==> src/rtl/ez90_pkg.sv <==
// Shared front-end types and sizing constants for the ez90 core.
package ez90_pkg;

    localparam int unsigned EZ90_UOPQ_DEPTH = 8;

    typedef struct packed {
        logic [7:0]  tag;
        logic [6:0]  opcode;
        logic [4:0]  rd;
        logic [31:0] imm;
    } ez90_uop_t;

endpackage

==> src/rtl/fe_uop_queue.sv <==
// Circular uop FIFO between the uop cache and decode/rename, with single-cycle flush
// and occupancy/almost-full outputs for fetch throttling.
module fe_uop_queue
    import ez90_pkg::*;
#(
    parameter int unsigned DEPTH        = EZ90_UOPQ_DEPTH,
    parameter int unsigned AFULL_THRESH = DEPTH - 2
) (
    input  logic                       clk,
    input  logic                       rst,
    input  logic                       flush,
    input  logic                       in_valid,
    input  ez90_uop_t                  in_uop,
    output logic                       in_ready,
    output logic                       out_valid,
    output ez90_uop_t                  out_uop,
    input  logic                       out_ready,
    output logic [$clog2(DEPTH):0]     count,
    output logic                       almost_full
);

    localparam int unsigned AW = $clog2(DEPTH);
    localparam int unsigned PW = AW + 1;

    logic [PW-1:0] r_wr_ptr;
    logic [PW-1:0] r_rd_ptr;
    ez90_uop_t     r_mem [DEPTH];

    logic w_empty;
    logic w_full;
    logic w_push;
    logic w_pop;

    assign w_empty = (r_wr_ptr == r_rd_ptr);
    // Full: same slot index, opposite lap.
    assign w_full  = (r_wr_ptr[AW-1:0] == r_rd_ptr[AW-1:0]) &&
                     (r_wr_ptr[AW] != r_rd_ptr[AW]);

    assign in_ready    = !w_full;
    assign out_valid   = !w_empty;
    assign out_uop     = r_mem[r_rd_ptr[AW-1:0]];
    assign count       = r_wr_ptr - r_rd_ptr;
    assign almost_full = (32'(count) >= AFULL_THRESH);

    assign w_push = in_valid && !w_full && !flush;
    assign w_pop  = !w_empty && out_ready && !flush;

    always_ff @(posedge clk or posedge rst) begin
        if (rst) begin
            r_wr_ptr <= '0;
            r_rd_ptr <= '0;
        end else if (flush) begin
            r_rd_ptr <= r_wr_ptr;
        end else begin
            if (w_push) begin
                r_wr_ptr <= r_wr_ptr + PW'(1);
            end
            if (w_pop) begin
                r_rd_ptr <= r_rd_ptr + PW'(1);
            end
        end
    end

    // Storage is intentionally unreset; validity is carried by the pointers alone.
    always_ff @(posedge clk) begin
        if (w_push) begin
            r_mem[r_wr_ptr[AW-1:0]] <= in_uop;
        end
    end

endmodule

==> config.mk <==
export PLATFORM = sky130hd
export DESIGN_NAME = fe_uop_queue
export DESIGN_NICKNAME = d
export VERILOG_FILES = /design/src/rtl/ez90_pkg.sv /design/src/rtl/fe_uop_queue.sv
export SDC_FILE = /design/constraint.sdc
export NUM_CORES = 1
export LEC_CHECK = 0
export ABC_AREA = 1
export BUFFER_PORTS_ARGS = -buffer_cell sky130_fd_sc_hd__buf_4
export CORE_UTILIZATION = 25
export CTS_CLUSTER_SIZE = 14
export DETAILED_ROUTE_END_ITERATION = 10
export GPL_TIMING_DRIVEN = 0
export MAX_ROUTING_LAYER = met4
export PLACE_DENSITY = 0.36
export REMOVE_ABC_BUFFERS = 1
export SLEW_MARGIN = 15
export SYNTH_ARGS = -nofsm -noshare
export SYNTH_HDL_FRONTEND = slang
export SYNTH_SLANG_ARGS = --single-unit
==> constraint.sdc <==
create_clock -name clk -period 6.86 [get_ports clk]
set_clock_uncertainty 0.2 [all_clocks]
set_input_delay 1.029 -clock clk [delete_from_list [all_inputs] [get_ports clk]]
set_output_delay 1.029 -clock clk [all_outputs]
set_load 0.02 [all_outputs]
==> metrics.txt, run 1 <==
max_cap viols 0; R2R setup slack 2450 ps; Die ar. 0.0703 sq mm; Core Util, Final 31.1%; GRT Resource Usage Total 13.9%; XOR/XNOR Fraction of Synth Area less than 1%; Critical Path Stages 10; die width about 270 microns; critical path buffer and inverter count 6; core area 0.0686 sq mm; number of distinct library cells after synthesis 24; reg2reg start r_rd_ptr[1]$_DFFE_PP0P_; vias in the first global route approximately 11000; largest net degree at the start of global routing approximately 130; P per Cell Area between 400 and 500 mW/mm^2; Inst Count DP 2500; setup bufs post-CTS 0; Fill cells 6936; crit path launch type flop; Final HPWL DP 27500 microns; critical path, cell by cell buf_16 > buf_12 > buf_16 > inv_12 > buf_16 > o21ai_0 > nand2_1 > nand2_1 > nand2_1 > buf_4; Initial Util 25.2%; clk_lat worst skew 570 ps; switch share 37.0%; IO Pins ~120; critical path class flop to output port; total gr overflow 0; CTS tree yes; worst-margin pin slew 705 ps; CTS root buffer clkbuf_16; wire per inst 18.1 microns; cells on worst reg2reg path 12; die height 265 microns; internal power 5.80 mW; worst stage delay on the critical path around 640 ps; Syn Std Cell Area 0.0173 sq mm; Slew Viols, Final 0; 1st-iter DRT viols 568; RSZ-0062 raised after global routing no; maximum clock insertion buffer count 3; DP Area roughly 0.020 sq mm; fraction of the mapped netlist area in adder cells 0.477%; clk sinks 424; number of port buffers ~120; fmax 210 MHz; Comb pwr share between 30% and 40%; sw power 3.40 mW; # rows 96; crit-path leading delay family buffers and inverters; kind of end point of the critical path output port; syn_area_per_cell 11.7 sq um; detailed-route via count roughly 11000; min Tclk post-route 4770 ps; largest family of logic cells by synthesized area simple AND/OR/NAND/NOR gates; Worst EP required approximately 5600 ps; CP Max Fanout about 130; slowest CP cell dfrtp_4; mux contribution to synthesized area 0%; Leakage 7.77 nW; antenna-violating nets left 0; Avg Vias per Cell 4.14; final-stage net count 1683; first drt pass iteration count 4; type of the most critical hold path primary input to asynchronous set/reset pin; period utilisation layout 69.5%; antenna violations before repair 5; ratio of cells with drive above 1 in the final layout 15.1%; Setup crit start r_rd_ptr[0]$_DFFE_PP0P_; post-CTS sizing 0; first-pass GRT wire length 70300 microns; synth warn 0; compound-gate portion of the synthesized area under 10%; sequential area share after synthesis 73.3%; Critical Path End out_uop[2]; peak supply drop around 250 uV; Hold Buf Count CTS 0; status complete, no violations; worst path arrival time around 3500 ps; relative slew slack a little over half; P&R area growth vs syn 23.1%; Num CTS Buffers 49; flops & latches, synth approximately 420; FF-to-FF End r_mem[2][51]$_DFFE_PP_; routed wire length 47100 microns; hold_ws approximately 230 ps; Final Hold Vio Count 0; Post-Synth Simple-Gate Area 16.2%; Post-Syn Instances ~1500; H-tree depth 2; Finished Cell Area 0.0213 sq mm; sequential share of power a little over a third; routability congestion estimate 0.681; Finished Layout Cells 2594; Final Setup Violations 0; clock power share 28.0%; DRC 0; clock slew at reported path FFs roughly 60 ps
metal layers:
layer / vias to the layer above / GRT usage [%] / routed length (microns)
li1: 5356 / - / -
met1: 5157 / 18.3 / 22200
met2: 161 / 21.8 / 22000
met3: 62 / 2.93 / 2040
met4: 0 / 3.36 / 888
met5: - / - / 0
how the worst min path moves through the flow:
| stage | to | slack [ps] | cells past startpoint |
|---|---|---|---|
| 2_1_floorplan | r_wr_ptr[0]$_DFFE_PP0P_ | 310 | 2 |
| 3_3_place_gp | r_wr_ptr[3]$_DFFE_PP0P_ | 340 | 2 |
| 3_5_place_dp | r_wr_ptr[3]$_DFFE_PP0P_ | 340 | 2 |
| 4_1_cts | r_wr_ptr[2]$_DFFE_PP0P_ | 200 | 2 |
| 5_1_grt | r_rd_ptr[1]$_DFFE_PP0P_ | 220 | 2 |
| 6_report | r_wr_ptr[2]$_DFFE_PP0P_ | 230 | 2 |
sequential cells by signal, summed over array words and instances, names as in the netlist:
register and flops:
r_rd_ptr 4, r_wr_ptr 4, r_mem 416
layout by cell type, fill, tap and decap left out, types with 9 or more instances in the layout:
master     instances
buf_12             9
buf_16            17
buf_4            137
clkbuf_1           9
clkbuf_16         51
clkinv_1          12
clkinv_2          10
edfxtp_1         416
inv_1             13
nand2_1          297
nand3_1           13
nor2_1           418
o21ai_0           50
o21ai_1          161
layout make-up:
type,count,area (sq um),share of cell area (%)
tap,931,1160,5.47
inverter,17,83.8,0.394
clock inverter,28,254,1.19
timing repair buffer,167,1720,8.08
clock buffer,61,1320,6.22
sequential,424,12700,59.6
multi-input combinational,961,4040,18.9
antenna,5,12.5,0.0587
Yosys cell counts:
cell type	n	area share, %
nand2_2	1	0.036
buf_4	7	0.30
nor2_1	423	9.2
buf_6	28	1.8
inv_4	1	0.036
clkbuf_2	1	0.029
buf_2	19	0.55
nand4_1	2	0.072
fa_1	1	0.12
nand2_1	297	6.4
nor3_1	3	0.087
inv_1	13	0.28
buf_1	11	0.24
o21ai_1	161	4.7
xnor2_1	1	0.051
xor2_1	3	0.15
o211ai_1	1	0.043
edfxtp_1	416	72
clkbuf_1	15	0.33
inv_2	3	0.065
ha_1	5	0.36
nand3_1	13	0.38
dfrtp_1	8	1.2
o21ai_0	50	1.4
per-stage QoR:
stage               worst slack, ps  setup TNS, ps  total power [mW]
finish                         2090              0              9.20
global route                   1800              0              9.84
CTS                            1970              0              9.42
detailed placement             2320              0              6.80
global placement             -12520       -4717910              6.80
floorplan                     -2290        -616620              5.24
power groups by stage:
stage / Sequential [mW] / Clock, mW / Combinational (mW)
after floorplan: 3.37 / 0 / 1.87
after global placement: 3.65 / 0 / 3.14
after detailed placement: 3.25 / 0 / 3.55
after CTS: 3.20 / 2.67 / 3.56
after global routing: 3.22 / 2.77 / 3.86
final: 3.19 / 2.58 / 3.43
cell families after synthesis:
family	Yosys count
fa+ha+maj	6
simple gates	739
flops	424
compound gates	212
xor+xnor	4
buf+inv	98
Note: power is estimated with default switching activity, not from simulation.
==> inputs of run 2 (changes only) <==
--- a/config.mk
+++ b/config.mk
@@ -12,7 +12,7 @@
 export DETAILED_ROUTE_END_ITERATION = 10
 export GPL_TIMING_DRIVEN = 0
 export MAX_ROUTING_LAYER = met4
-export PLACE_DENSITY = 0.36
+export PLACE_DENSITY = 0.37
 export REMOVE_ABC_BUFFERS = 1
 export SLEW_MARGIN = 15
 export SYNTH_ARGS = -nofsm -noshare
==> constraint.sdc (replaced) <==
create_clock -name clk -period 3.8 [get_ports clk]
set_clock_uncertainty 0.2 [all_clocks]
set_input_delay 0.57 -clock clk [delete_from_list [all_inputs] [get_ports clk]]
set_output_delay 0.57 -clock clk [all_outputs]
set_load 0.02 [all_outputs]
==> metrics.txt, run 2 (synthesis gave the netlist of run 1 again) <==
status complete, no violations; P&R area growth vs syn 26.9%; IO Pins 116 (unchanged); relative slew slack 67.3% (+15 points); Hold Startpoint in_uop[18]; Finished Layout Cells 2657 (+2.4%); P per Cell Area 760 mW/mm^2 (+76%); clock slew at reported path FFs 60 ps (about the same); ratio of cells with drive above 1 in the final layout 15.0% (-0.11 points); FF-to-FF End r_mem[2][26]$_DFFE_PP_; 1st-iter DRT viols 625 (+10%); Core Util, Final 32.0% (+0.96 points); max_cap viols 0 (unchanged); clk_lat worst skew 580 ps (about the same); Inst Count DP 2497 (-0.12%); M1 GR Usage 19.1% (+0.82 points); most frequent cells in the layout 418 x nor2_1, 416 x edfxtp_1, 297 x nand2_1; type of the most critical hold path primary input to flop; reg2reg start r_rd_ptr[2]$_DFFE_PP0P_; antenna violations before repair 2 (-3); largest net degree at the start of global routing 73 (-43%); H-tree depth 2 (unchanged); worst setup margin 255 ps (-1840 ps); max reg flops 416 (unchanged); die width 265 microns (unchanged); CTS tree yes; Fill cells 6888 (-0.69%); antenna-violating nets left 0 (unchanged); critical path class flop to output port; Worst EP required 3030 ps (-2600 ps); Hold Path End r_mem[3][18]$_DFFE_PP_; DP Worst Slack -758 ps (-3080 ps); crit path launch type flop; commonest non-fill, non-tap cell in the layout nor2_1; Final Setup Violations 0 (unchanged); wire per inst 18.0 microns (-0.69%); # rows 96 (unchanged); final-stage net count 1748 (+3.9%); Final HPWL DP 27300 microns (-0.56%); Num CTS Buffers 49 (unchanged); Final Hold Vio Count 0 (unchanged); first-pass GRT wire length 70700 microns (+0.55%); worst-margin pin slew 488 ps (-217 ps); peak supply drop 749 uV (+200%); period utilisation layout 93.3%; hold path depth 1; Slew Viols, Final 0 (unchanged); maximum clock insertion buffer count 3 (unchanged); DRC 0 (unchanged); die height 265 microns (unchanged); vias in the first global route 10700 (-1.4%); cells on worst reg2reg path 12 (unchanged); min Tclk post-route 3540 ps; routed wire length 47900 microns (+1.7%); worst path arrival time 2770 ps (-770 ps); routability congestion estimate 0.667 (-2.0%); detailed-route via count 11000 (+2.2%); GRT Resource Usage Total 13.9% (+0.066 points); kind of end point of the critical path output port; Die ar. 0.0703 sq mm (unchanged); Avg Vias per Cell 4.13 (-0.22%); first drt pass iteration count 5 (+1); CP Max Fanout 72 (-43%); Leakage 8.07 nW (+3.9%); fmax roughly 280 MHz; number of port buffers 115 (unchanged); R2R setup slack 300 ps (-2150 ps); met3 Use GR 2.42% (-0.52 points); CTS root buffer clkbuf_16; RSZ-0062 raised after global routing no; Top Usage Layer GRT met2; total gr overflow 0 (unchanged); Initial Util 25.2% (unchanged); clk sinks 424 (unchanged); core area 0.0686 sq mm (unchanged); met2 Use GR 21.4% (-0.40 points)
run 2: changes by cell type in the layout (fill, tap and decap cells not counted), moves of 2 or more:
cell,before,now
clkinv_1,12,18
clkbuf_1,9,14
dlygate4sd3_1,0,47
nor3_2,3,0
buf_16,17,19
clkinv_2,10,2
buf_4,137,148
bufinv_16,5,2
nor3_4,0,3
diode_2,5,3
run 2: timing repair:
item,4_1_cts,5_1_grt
cloned,2,1
hold buffers,47,0
endpoints found under the setup margin,456,107
endpoints found under the hold margin,349,0
pin swaps,7,0
setup buffers,14,4
gates resized for setup,8,3
run 2: final cells by class:
| cell class | instances | area (sq um) | share of cell area, % |
|---|---|---|---|
| well taps | 931 | 1160 | 5.30 |
| repair buffers | 232 | 2430 | 11.1 |
| inverters | 17 | 101 | 0.462 |
| flip-flops and latches | 424 | 12700 | 57.9 |
| clock inverters | 24 | 155 | 0.707 |
| diodes | 3 | 7.51 | 0.0342 |
| multi-input cells | 961 | 4060 | 18.5 |
| clock buffers | 65 | 1330 | 6.05 |
run 2: stage by stage:
| step | setup TNS, ps | total power [mW] | hold slack [ps] | instance area [sq um] |
|---|---|---|---|---|
| 3_3_place_gp | -6091980 | 11.6 | 338 | 18800 |
| 3_5_place_dp | -165270 | 12.2 | 353 | 19700 |
| 2_1_floorplan | -2047790 | 9.45 | 186 | 16700 |
| 5_1_grt | 0 | 17.8 | 21.6 | 22000 |
| 6_report | 0 | 16.7 | 37.5 | 22000 |
| 4_1_cts | 0 | 17.0 | 0.0318 | 21900 |
run 2: where the power goes:
part / switching, mW / internal, mW
clock: 1.84 / 2.57
combinational: 4.23 / 2.35
sequential: 0.175 / 5.53
total: 6.24 / 10.4
run 2: routing by layer:
layer	routed length, microns	share of wire, %	vias up
met5	0	0	-
met1	23100	48	5255
met3	1670	3.5	58
li1	-	-	5499
met2	22200	46	161
met4	864	1.8	0
run 2: worst max path at each step:
| stage | end | startpoint | cells after the start | slack [ps] |
|---|---|---|---|---|
| 6_report | out_uop[9] | r_rd_ptr[0]$_DFFE_PP0P_ | 8 | 260 |
| 4_1_cts | out_uop[49] | r_rd_ptr[0]$_DFFE_PP0P_ | 8 | 2 |
| 2_1_floorplan | r_mem[1][0]$_DFFE_PP_ | r_rd_ptr[0]$_DFFE_PP0P_ | 6 | -5350 |
| 3_5_place_dp | r_mem[2][51]$_DFFE_PP_ | r_rd_ptr[2]$_DFFE_PP0P_ | 12 | -760 |
| 5_1_grt | out_uop[28] | r_rd_ptr[0]$_DFFE_PP0P_ | 8 | 50 |
| 3_3_place_gp | r_mem[1][12]$_DFFE_PP_ | r_rd_ptr[1]$_DFFE_PP0P_ | 7 | -15310 |
run 2: critical path, stage by stage, from the launching register on:
cell,delay [ps]
dfrtp_4,670
buf_16,290
inv_12,290
buf_16,340
o21ai_1,120
nand2_1,60
nand2_1,50
nand2_1,110
buf_4,160
==> inputs of run 3 (changes only) <==
==> constraint.sdc (replaced) <==
create_clock -name clk -period 3.8 [get_ports clk]
set_clock_uncertainty 0.2 [all_clocks]
set_input_delay 0.38 -clock clk [delete_from_list [all_inputs] [get_ports clk]]
set_output_delay 0.38 -clock clk [all_outputs]
set_load 0.02 [all_outputs]
==> metrics.txt, run 3 (synthesis gave the netlist of run 1 again) <==
final-stage net count 1751 (+0.17%); clock slew at reported path FFs 60 ps (about the same); hold_ws 49.7 ps (+12.2 ps); worst setup margin 221 ps (-33.9 ps); number of port buffers 115 (unchanged); switch share 37.4% (-0.052 points); hold path depth 5 (+4); P per Cell Area 755 mW/mm^2 (-0.68%); FF-to-FF End r_mem[2][12]$_DFFE_PP_; worst path arrival time 3660 ps (+890 ps); clk sinks 424 (unchanged); sequential share of power 35.0% (+0.8 points); Num CTS Buffers 49 (unchanged); critical path class flop to flop; IO Pins 116 (unchanged); CP Max Fanout 27 (-63%); peak supply drop 747 uV (-0.28%); ratio of cells with drive above 1 in the final layout 14.7% (-0.32 points); relative slew slack 67.2% (-0.10 points); CTS tree yes; Avg Vias per Cell 4.12 (-0.26%); core area 0.0686 sq mm (unchanged); detailed-route via count 11000 (-0.18%); first drt pass iteration count 4 (-1); internal power 10.4 mW (-0.63%); max reg flops 416 (unchanged); die height 265 microns (unchanged); vias in the first global route 10700 (-0.14%); reg2reg start r_rd_ptr[2]$_DFFE_PP0P_; 1st-iter DRT viols 581 (-7.0%); kind of end point of the critical path flop; routed wire length 47300 microns (-1.3%); min Tclk post-route 3580 ps (+33.9 ps); largest net degree at the start of global routing 73 (unchanged); commonest non-fill, non-tap cell in the layout nor2_1; crit path launch type flop; antenna violations before repair 2 (unchanged); Worst EP required 3880 ps (+850 ps); cells on worst reg2reg path 12 (unchanged); DP Worst Slack -758 ps (unchanged); fmax 279 MHz (-0.95%); Leakage 8.06 nW (-0.15%); # rows 96 (unchanged); DRC 0 (unchanged); Initial Util 25.2% (unchanged); first-pass GRT wire length 70400 microns (-0.47%); period utilisation layout 94.2% (+0.89 points); RSZ-0062 raised after global routing no; status complete, no violations; worst-margin pin slew 490 ps (+1.51 ps); Comb pwr share 38.4% (-1.0 points); clk_lat worst skew 590 ps (about the same); CTS root buffer clkbuf_16; wire per inst 17.8 microns (-1.4%); antenna-violating nets left 0 (unchanged); R2R setup slack 220 ps (-80 ps); GRT Resource Usage Total 13.8% (-0.096 points); most frequent cells in the layout 418 x nor2_1, 416 x edfxtp_1, 296 x nand2_1; H-tree depth 2 (unchanged); total gr overflow 0 (unchanged); die width 265 microns (unchanged); DP Area 0.0197 sq mm (unchanged); Final Hold Vio Count 0 (unchanged); Die ar. 0.0703 sq mm (unchanged); setup TNS 0 ps (unchanged); Slew Viols, Final 0 (unchanged); P&R area growth vs syn 26.8% (about the same); Setup crit start r_rd_ptr[2]$_DFFE_PP0P_; Finished Cell Area 0.0220 sq mm (about the same); Final HPWL DP 27300 microns (unchanged); type of the most critical hold path primary input to flop; routability congestion estimate 0.667 (unchanged); clock power share 26.6% (about the same); Final Setup Violations 0 (unchanged); Critical Path End r_mem[2][12]$_DFFE_PP_; max_cap viols 0 (unchanged); sw power 6.19 mW (-0.85%); total power 16.6 mW (-0.71%); maximum clock insertion buffer count 3 (unchanged); Fill cells 6891 (+0.044%)
[run 3: per-layer routing]
| layer | vias to the layer above | routed length [microns] | GRT usage [%] |
|---|---|---|---|
| met4 | 0 | 864 | 3.47 |
| met1 | 5231 | 22900 | 19.0 |
| met2 | 165 | 21900 | 21.3 |
| met3 | 58 | 1670 | 2.33 |
| met5 | - | 0 | - |
| li1 | 5499 | - | - |
[run 3: worst min path at each step]
stage	start	to
5_1_grt	in_valid	r_wr_ptr[1]$_DFFE_PP0P_
6_report	in_valid	r_wr_ptr[1]$_DFFE_PP0P_
3_5_place_dp	rst	r_wr_ptr[3]$_DFFE_PP0P_
3_3_place_gp	rst	r_rd_ptr[3]$_DFFE_PP0P_
2_1_floorplan	rst	r_rd_ptr[0]$_DFFE_PP0P_
4_1_cts	in_valid	r_wr_ptr[2]$_DFFE_PP0P_
[run 3: power groups by stage]
stage	registers, mW	logic, mW	clock network (mW)
after floorplan	6.08	3.37	0
after global placement	6.42	5.17	0
after detailed placement	5.97	6.26	0
after CTS	5.84	6.50	4.58
after global routing	5.83	7.14	4.72
final	5.79	6.37	4.41
[run 3: critical path, stage by stage (launching register included)]
cell     delay (ps)
dfrtp_4         630
buf_12          250
inv_12          200
buf_12          250
ha_1            320
nand2_1          80
nor2_1           60
nand2_2         160
nand3_2         250
nor2_4          250
buf_16          180
buf_16          180
buf_12          190
[run 3: repair_timing]
action                                  in CTS  in global routing
endpoints found under the hold margin      430                  0
cloned                                       1                  0
hold buffers                                56                  0
endpoints found under the setup margin     437                 88
pin swaps                                    7                  0
setup buffers                               13                  1
gates resized for setup                      7                  2
[run 3: per-stage QoR]
| step | cells | util, % |
|---|---|---|
| final | 2659 | 32.0 |
| after global routing | 2659 | 32.0 |
| after CTS | 2656 | 32.0 |
| after detailed placement | 2497 | 28.7 |
| after global placement | 2448 | 27.4 |
| after floorplan | 1402 | - |
[run 3: cell type report]
type	instances	area, sq um	area share, %
flip-flops and latches	424	12700	57.9
multi-input cells	961	4070	18.5
repair buffers	235	2430	11.1
clock buffers	65	1330	6.05
well taps	931	1160	5.31
clock inverters	24	155	0.707
inverters	17	93.8	0.427
diodes	2	5.00	0.0228
